<file path="src/rtl/custom_mem_arbiter.sv">
// Two-requester (instruction fetch / data) arbiter onto a single shared memory port.
// One transaction outstanding at a time; stall_cnt accumulates cycles a requester waited unserved.
module custom_mem_arbiter #(
    parameter logic DATA_FIRST = 1'b1
) (
    input  logic        clk,
    input  logic        rst,
    input  logic [31:0] PC,
    input  logic        Inst_Req_Valid,
    output logic        Inst_Req_Ack,
    output logic [31:0] Instruction,
    output logic        Inst_Valid,
    input  logic        Inst_Ack,
    input  logic [31:0] Address,
    input  logic        MemWrite,
    input  logic        MemRead,
    input  logic [31:0] Write_data,
    input  logic [3:0]  Write_strb,
    output logic        Mem_Req_Ack,
    output logic [31:0] Read_data,
    output logic        Read_data_Valid,
    input  logic        Read_data_Ack,
    output logic [31:0] bus_addr,
    output logic        bus_wen,
    output logic        bus_ren,
    output logic [31:0] bus_wdata,
    output logic [3:0]  bus_strb,
    input  logic        bus_req_ack,
    input  logic [31:0] bus_rdata,
    input  logic        bus_rdata_valid,
    output logic        bus_rdata_ack,
    output logic [31:0] stall_cnt
);

    typedef enum logic [2:0] {IDLE, REQ_I, REQ_D, RESP_I, RESP_D} state_t;
    typedef enum logic [1:0] {KIND_I, KIND_DR, KIND_DW} kind_t;

    state_t      state_r;
    kind_t       kind_r;
    logic [31:0] addr_r;
    logic [31:0] wdata_r;
    logic [3:0]  strb_r;
    logic        last_data_r;
    logic [31:0] stall_cnt_r;

    logic        inst_pend_s;
    logic        data_pend_s;
    logic        grant_i_s;
    logic        grant_d_s;

    assign inst_pend_s = Inst_Req_Valid;
    assign data_pend_s = MemRead | MemWrite;

    // Arbitration: grants only happen in IDLE; ties go to data or alternate by last grant
    always_comb begin
        grant_i_s = 1'b0;
        grant_d_s = 1'b0;
        if (state_r == IDLE) begin
            if (inst_pend_s && data_pend_s) begin
                if ((DATA_FIRST != 1'b0) || !last_data_r) begin
                    grant_d_s = 1'b1;
                end else begin
                    grant_i_s = 1'b1;
                end
            end else if (data_pend_s) begin
                grant_d_s = 1'b1;
            end else if (inst_pend_s) begin
                grant_i_s = 1'b1;
            end else begin
                grant_i_s = 1'b0;
                grant_d_s = 1'b0;
            end
        end else begin
            grant_i_s = 1'b0;
            grant_d_s = 1'b0;
        end
    end

    // Transaction FSM and request latches
    always_ff @(posedge clk) begin
        if (rst) begin
            state_r     <= IDLE;
            kind_r      <= KIND_I;
            addr_r      <= 32'h0000_0000;
            wdata_r     <= 32'h0000_0000;
            strb_r      <= 4'b0000;
            last_data_r <= 1'b0;
        end else begin
            case (state_r)
                IDLE: begin
                    if (grant_d_s) begin
                        state_r     <= REQ_D;
                        kind_r      <= MemWrite ? KIND_DW : KIND_DR;
                        addr_r      <= Address;
                        wdata_r     <= MemWrite ? Write_data : 32'h0000_0000;
                        strb_r      <= Write_strb;
                        last_data_r <= 1'b1;
                    end else if (grant_i_s) begin
                        state_r     <= REQ_I;
                        kind_r      <= KIND_I;
                        addr_r      <= PC;
                        wdata_r     <= 32'h0000_0000;
                        strb_r      <= 4'b1111;
                        last_data_r <= 1'b0;
                    end else begin
                        state_r <= IDLE;
                    end
                end
                REQ_I: begin
                    state_r <= bus_req_ack ? RESP_I : REQ_I;
                end
                REQ_D: begin
                    if (bus_req_ack) begin
                        // writes complete on the request handshake alone
                        state_r <= (kind_r == KIND_DW) ? IDLE : RESP_D;
                    end else begin
                        state_r <= REQ_D;
                    end
                end
                RESP_I: begin
                    state_r <= (bus_rdata_valid && Inst_Ack) ? IDLE : RESP_I;
                end
                RESP_D: begin
                    state_r <= (bus_rdata_valid && Read_data_Ack) ? IDLE : RESP_D;
                end
                default: begin
                    state_r <= IDLE;
                end
            endcase
        end
    end

    // Stall counter: a pending request that received no ack this cycle, saturating
    always_ff @(posedge clk) begin
        if (rst) begin
            stall_cnt_r <= 32'h0000_0000;
        end else if ((inst_pend_s || data_pend_s) && !grant_i_s && !grant_d_s
                     && (stall_cnt_r != 32'hFFFF_FFFF)) begin
            stall_cnt_r <= stall_cnt_r + 32'd1;
        end else begin
            stall_cnt_r <= stall_cnt_r;
        end
    end

    // Output decode: each state owns its slice of the bus/CPU outputs, all else is zero
    always_comb begin
        bus_addr        = 32'h0000_0000;
        bus_wdata       = 32'h0000_0000;
        bus_strb        = 4'b0000;
        bus_ren         = 1'b0;
        bus_wen         = 1'b0;
        bus_rdata_ack   = 1'b0;
        Instruction     = 32'h0000_0000;
        Inst_Valid      = 1'b0;
        Read_data       = 32'h0000_0000;
        Read_data_Valid = 1'b0;
        case (state_r)
            REQ_I: begin
                bus_addr  = addr_r;
                bus_wdata = wdata_r;
                bus_strb  = strb_r;
                bus_ren   = 1'b1;
            end
            REQ_D: begin
                bus_addr  = addr_r;
                bus_wdata = wdata_r;
                bus_strb  = strb_r;
                bus_ren   = (kind_r == KIND_DR);
                bus_wen   = (kind_r == KIND_DW);
            end
            RESP_I: begin
                Instruction   = bus_rdata;
                Inst_Valid    = bus_rdata_valid;
                bus_rdata_ack = Inst_Ack;
            end
            RESP_D: begin
                Read_data       = bus_rdata;
                Read_data_Valid = bus_rdata_valid;
                bus_rdata_ack   = Read_data_Ack;
            end
            default: begin
                bus_addr = 32'h0000_0000;
            end
        endcase
    end

    assign Inst_Req_Ack = grant_i_s;
    assign Mem_Req_Ack  = grant_d_s;
    assign stall_cnt    = stall_cnt_r;

endmodule

</file>
<file path="config.mk">
export PLATFORM = sky130hd
export DESIGN_NAME = custom_mem_arbiter
export DESIGN_NICKNAME = d
export VERILOG_FILES = /design/src/rtl/custom_mem_arbiter.sv
export SDC_FILE = /design/constraint.sdc
export NUM_CORES = 1
export LEC_CHECK = 0
export BUFFER_PORTS_ARGS = -buffer_cell sky130_fd_sc_hd__buf_2
export CORE_AREA = 2 2 128 130
export DETAILED_ROUTE_END_ITERATION = 10
export DIE_AREA = 0 0 130 132
export PLACE_DENSITY = 0.66
export SLEW_MARGIN = 25
export SYNTH_ARGS = -nofsm -noshare
export SYNTH_HDL_FRONTEND = slang
export SYNTH_SLANG_ARGS = --single-unit
</file>
<file path="constraint.sdc">
create_clock -name clk -period 3 [get_ports clk]
set_clock_uncertainty 0.1 [all_clocks]
set_input_delay 0.6 -clock clk [delete_from_list [all_inputs] [get_ports clk]]
set_output_delay 0.6 -clock clk [all_outputs]
set_load 0.005 [all_outputs]
</file>
Word level (Yosys, flattened, before mapping)
Index checks and enable logic that the tools add are counted.
- add/subtract/negate cells: 1
- equality and inequality tests: 7
- mux-type cells: 35
- bitwise gates (word level): 1
- reductions and logical operators: 13
- operators by type and width (kind ; count):
    $mux W32 ; 9
    $add A32 B1 Y32 const B ; 1
    $ne A32 B32 Y1 const B ; 1
    $pmux W3 S5 ; 1
    $mux W2 ; 6
    $mux W4 ; 3
    $mux W1 ; 11
    $mux W3 ; 3
    $eq A3 B2 Y1 const B ; 2
    $logic_and A1 B1 Y1 ; 6
    $pmux W1 S2 ; 2
    $eq A3 B1 Y1 const B ; 1
    $eq A3 B3 Y1 const B ; 1
    $logic_not A3 Y1 ; 1
    $eq A2 B1 Y1 const B ; 1
    $eq A2 B2 Y1 const B ; 1
    $logic_not A1 Y1 ; 2
    $reduce_and A2 Y1 ; 1
    $reduce_bool A2 Y1 ; 1
    $reduce_or A2 Y1 ; 1
    $logic_or A1 B1 Y1 ; 1
    $or A1 B1 Y1 ; 1
- register bits: 105
- bits of input ports: 141
- output and inout port bits: 171
- logic and storage cells: 63

Longest topological paths before layout
- depth in word-level cells: 8
- depth in mapped cells: 8
- mapped depth without buffers: 6

Worst setup path before layout
No wires, ideal clock.
- path type: register to register
- from: register stall_cnt_r[0] (netlist: stall_cnt[0])
- to: register stall_cnt_r[30] (netlist: stall_cnt[30])
- setup time: 0.070 ns
- arrival time: 2.392 ns
- required time: 2.830 ns
- path slack: 0.437 ns
- stages on the path, launching flop included: 7
- path buffers: 0
- clock period less this slack: 2.563 ns
- cells stage by stage: dfxtp_1 > ha_1 > nand4_1 > or4_1 > nor4_2 > or4b_1 > a21oi_1
- cells in the longest elaborated chain, start to end: 2
- elaborated cells on any way between the ends: 3
- those cells by class: 1 x add/sub; 1 x eq/ne; 1 x reduce/logical
- RTL lines (what ; line ; source):
    start, declared ; 44 ; logic [31:0] stall_cnt_r;
    start signal, assigned ; 139 ; stall_cnt_r <= stall_cnt_r + 32'd1;
    start signal, assigned ; 141 ; stall_cnt_r <= stall_cnt_r;
    branches (longest 2 deep; another with $add A32 B1 Y32) ; - ;
Several ways; the timed one is not identified.
A chain may end at the register's enable or synchronous reset.

Final worst setup path
- from: register state_r[2]
- to: output Mem_Req_Ack
- cells in the longest elaborated chain, start to end: 2
- RTL lines (what ; line ; source):
    start, declared ; 38 ; state_t state_r;
    start signal, assigned ; 110 ; state_r <= bus_req_ack ? RESP_I : REQ_I;
    start signal, assigned ; 115 ; state_r <= (kind_r == KIND_DW) ? IDLE : RESP_D;
    start signal, assigned ; 121 ; state_r <= (bus_rdata_valid && Inst_Ack) ? IDLE : RESP_I;
    $logic_not A3 Y1 ; 58 ; if (state_r == IDLE) begin
    $mux W1 ; 58 ;
    end, declared ; 19 ; output logic Mem_Req_Ack,
Every way passes these cells.

==> run_summary.xml <==
<?xml version="1.0" encoding="UTF-8"?>
<metrics>
  <group name="synth">
    <metric name="yosys_register_bits" unit="">105</metric>
    <metric name="synth_fa_ha_area_frac" unit="">0.00229</metric>
    <metric name="synth.mux.area_fraction" unit="">0.00803</metric>
    <metric name="mappedNetlistNets" unit="">866</metric>
    <metric name="yosysTopAreaCellShare" unit="">0.385</metric>
    <metric name="synth_edf_count" unit="">0</metric>
    <metric name="combinational_family_with_the_most_area_after_synthesis" unit="">simple AND/OR/NAND/NOR gates</metric>
    <metric name="postSynthAreaPerCell" unit="um2">7.54</metric>
    <metric name="synthMostInstantiatedCell" unit="">nand2_1</metric>
    <metric name="netlist_area_before_placement" unit="um2">5460</metric>
    <metric name="ys.warnings.count" unit="">0</metric>
    <metric name="synth_largest_area_cell" unit="">dfxtp_1</metric>
    <metric name="postSynth.asyncResetShare" unit="">0</metric>
    <metric name="synth_xor_area_frac" unit="">0.00803</metric>
    <metric name="synth_simple_gate_area_frac" unit="">0.396</metric>
    <metric name="synthCells" unit="">724</metric>
    <metric name="synth.distinct_cells" unit="">48</metric>
    <metric name="netlist_top_cells_count" unit="">113 x nand2_1, 105 x dfxtp_1, 102 x and2_1, 62 x a21oi_1, 53 x clkbuf_1</metric>
    <metric name="synth.yosys.seq_area_share" unit="">0.385</metric>
    <metric name="synth-compound-area-share" unit="">0.154</metric>
    <metric name="synth.top_cells.by_area" unit="">dfxtp_1 39%, and2_1 12%, nand2_1 7.8%</metric>
    <metric name="dominantRegCellSynth" unit="">dfxtp_1</metric>
  </group>
  <group name="sta">
    <metric name="fin_crit" unit="ns">2.67</metric>
    <metric name="hold_viol" unit="">0</metric>
    <metric name="fin_crit_sh" unit="">0.888</metric>
    <metric name="relSlewSlack" unit="">0.540</metric>
    <metric name="finalMaxSlewViolations" unit="">0</metric>
    <metric name="grt_setup_unrepaired" unit="">no</metric>
    <metric name="maximum_clock_rate" unit="MHz">375</metric>
    <metric name="setup_viol" unit="">0</metric>
    <metric name="actual_transition_at_the_worst_max_transition_pin" unit="ns">0.690</metric>
    <metric name="fin_tns_setup" unit="ns">0</metric>
  </group>
  <group name="place">
    <metric name="place.gp.congestion" unit="">0.814</metric>
    <metric name="post-dp-hpwl" unit="mm">13.7</metric>
    <metric name="numPortBuffers" unit="">311</metric>
  </group>
  <group name="hold_path">
    <metric name="hold_path.startpoint" unit="">wdata_r[5]</metric>
    <metric name="worstHoldPathCells" unit="">2</metric>
    <metric name="holdCritPathClass" unit="">reg -&gt; reg</metric>
    <metric name="hold_end" unit="">wdata_r[5]</metric>
  </group>
  <group name="clock_network">
    <metric name="ctsHtreeMaxLevel" unit="">3</metric>
    <metric name="cts-root-buf" unit="">clkbuf_16</metric>
    <metric name="clkTransAtPathRegs" unit="ns">0.07</metric>
    <metric name="tritoncts" unit="">built</metric>
    <metric name="setup_bufs_post_cts" unit="">0</metric>
    <metric name="clk_latency" unit="ns">0.35</metric>
    <metric name="cts-buffers-inserted" unit="">9</metric>
    <metric name="post_cts_resize_count" unit="">0</metric>
    <metric name="cts-hold-fix-buffers" unit="">0</metric>
    <metric name="max_clock_buf_depth" unit="">2</metric>
    <metric name="cts_sinks" unit="">105</metric>
  </group>
  <group name="global_routing">
    <metric name="antenna_violations_before_repair" unit="">1</metric>
    <metric name="overflow" unit="">0</metric>
    <metric name="grt_max_degree" unit="">69</metric>
    <metric name="grt_first_pass_wirelength" unit="mm">28.1</metric>
    <metric name="globalRouteTotalUtil" unit="">0.203</metric>
    <metric name="first_global_vias" unit="">5518</metric>
  </group>
  <group name="critical_path">
    <metric name="critical_path_data_required_time" unit="ns">2.30</metric>
    <metric name="critical_path.max_fanout" unit="">19</metric>
    <metric name="regToRegSetupSlack" unit="ns">0.40</metric>
    <metric name="reg2reg_depth" unit="">5</metric>
    <metric name="cp-start-kind" unit="">register</metric>
    <metric name="worstPathArrival" unit="ns">1.97</metric>
    <metric name="worstReg2RegStart" unit="">stall_cnt[10]</metric>
    <metric name="crit-reg2reg-capture" unit="">stall_cnt[29]</metric>
    <metric name="slowest_stage" unit="">dfxtp_1</metric>
    <metric name="max_stage_delay" unit="ns">0.60</metric>
    <metric name="crit_end_element" unit="">primary output</metric>
    <metric name="cp_cell_sequence" unit="">nor3_2 -&gt; o21ai_2 -&gt; clkinv_1 -&gt; buf_2</metric>
    <metric name="critical_path_type" unit="">reg -&gt; out</metric>
  </group>
  <group name="floorplanning">
    <metric name="fp.dieH" unit="um">132</metric>
    <metric name="boundaryPins" unit="">312</metric>
    <metric name="rows" unit="">46</metric>
    <metric name="core_area" unit="um2">15700</metric>
    <metric name="die_area" unit="um2">17200</metric>
    <metric name="initial_core_util" unit="">0.347</metric>
    <metric name="die_w" unit="um">130</metric>
  </group>
  <group name="run_status">
    <metric name="status" unit="">complete, no violations</metric>
  </group>
  <group name="detailed_routing">
    <metric name="firstDrtPassIters" unit="">5</metric>
    <metric name="drcViolationCount" unit="">0</metric>
    <metric name="via_per_inst" unit="">5.01</metric>
    <metric name="totalWireLength" unit="mm">18.5</metric>
    <metric name="detailroute.via_count" unit="">6145</metric>
    <metric name="drt_iter0_markers" unit="">241</metric>
    <metric name="detailed_route_wire_length_per_cell" unit="um">15.1</metric>
    <metric name="ant_nets" unit="">0</metric>
  </group>
  <group name="finish">
    <metric name="num-fill-cells" unit="">1584</metric>
    <metric name="final_nets" unit="">1148</metric>
    <metric name="syn2layout_area_growth" unit="%">39.1</metric>
    <metric name="insertedDiodeCount" unit="">0</metric>
    <metric name="final_layout_size_suffix_gt1_frac" unit="">0.361</metric>
  </group>
  <group name="power">
    <metric name="post-layout-total-power" unit="mW">3.81</metric>
    <metric name="total_power_density_per_cell_area" unit="nW/um2">502</metric>
    <metric name="worst_ir_drop_vdd" unit="mV">0.399</metric>
    <metric name="leakage" unit="nW">3.76</metric>
  </group>
  <group name="run">
    <metric name="cap_viol_max_count" unit="">0</metric>
  </group>
</metrics>
[layer usage]
metal / GRT usage / part of all wire
met1: 0.234 / 0.41
met2: 0.360 / 0.49
met3: 0.0584 / 0.077
met4: 0.0633 / 0.019
met5: 0 / 0.00043
[power breakdown]
part | switching, mW | internal [mW]
registers | 0.0709 | 1.53
clock network | 0.552 | 0.760
logic | 0.534 | 0.366
total | 1.16 | 2.66
[cells by family (layout without fill, tap and decap cells)]
group	Yosys count	count (layout)
compound gates	132	132
flops	105	105
mux	4	4
fa+ha+maj	1	1
xor+xnor	5	5
buf+inv	65	351
simple gates	412	412
[worst max path at each step]
stage	startpoint	endpoint	slack, ns	cells after the start
finish	state_r[2]	Mem_Req_Ack	0.33	4
floorplan	stall_cnt[0]	stall_cnt[30]	0.44	6
CTS	state_r[2]	Mem_Req_Ack	0.29	4
detailed placement	stall_cnt[10]	stall_cnt[29]	0.47	5
global route	state_r[2]	Mem_Req_Ack	0.13	4
global placement	stall_cnt[11]	stall_cnt[29]	0.52	5
[worst max-delay path, delay by kind of cell, from the launching register on]
family | cells | cell delay (ns)
AO/OA/AOI/OAI | 1 | 0.09
buffers and inverters | 2 | 0.78
flip-flops | 1 | 0.60
AND/OR/NAND/NOR | 1 | 0.14
[sequential cells by signal, indices dropped and copies added, names as in the netlist]
| signal | count |
|---|---|
| addr_r | 32 |
| kind_r | 2 |
| stall_cnt | 32 |
| state_r | 3 |
| strb_r | 4 |
| wdata_r | 32 |
[cell type report]
class | count | area, um2 | share of cell area
inverters | 5 | 18.8 | 0.00247
clock buffers | 10 | 239 | 0.0315
multi-input cells | 554 | 3140 | 0.413
flip-flops and latches | 105 | 2100 | 0.277
clock inverters | 5 | 87.6 | 0.0115
repair buffers | 331 | 1730 | 0.229
well taps | 216 | 270 | 0.0356
[stage by stage]
step,hold slack [ns],setup WS (ns),cell area [um2],utilization,instances
2_1_floorplan,0.327,0.437,5460,-,724
3_3_place_gp,0.334,0.516,7260,0.462,1211
3_5_place_dp,0.339,0.472,7260,0.462,1211
4_1_cts,0.349,0.291,7590,0.483,1226
5_1_grt,0.364,0.129,7590,0.483,1226
6_report,0.347,0.335,7590,0.483,1226
[cells in the final DEF (no fill, tap or decap), types with 3 or more instances in the layout]
master and instances:
buf_2 310, nand2_1 113, dfxtp_1 105, and2_1 102
a21oi_1 61, nor2_1 50, nand3_1 44, and3_1 37
a311oi_1 32, buf_4 19, or3_1 16, o21ai_0 14
nand4_1 12, or4_1 9, clkbuf_16 9, o31ai_1 7
nor4_1 5, o22ai_1 4, inv_1 4, xnor2_1 4
nand2b_1 3, a21o_1 3, nor2b_1 3, mux2_2 3
(Power assumes the default switching activity.)
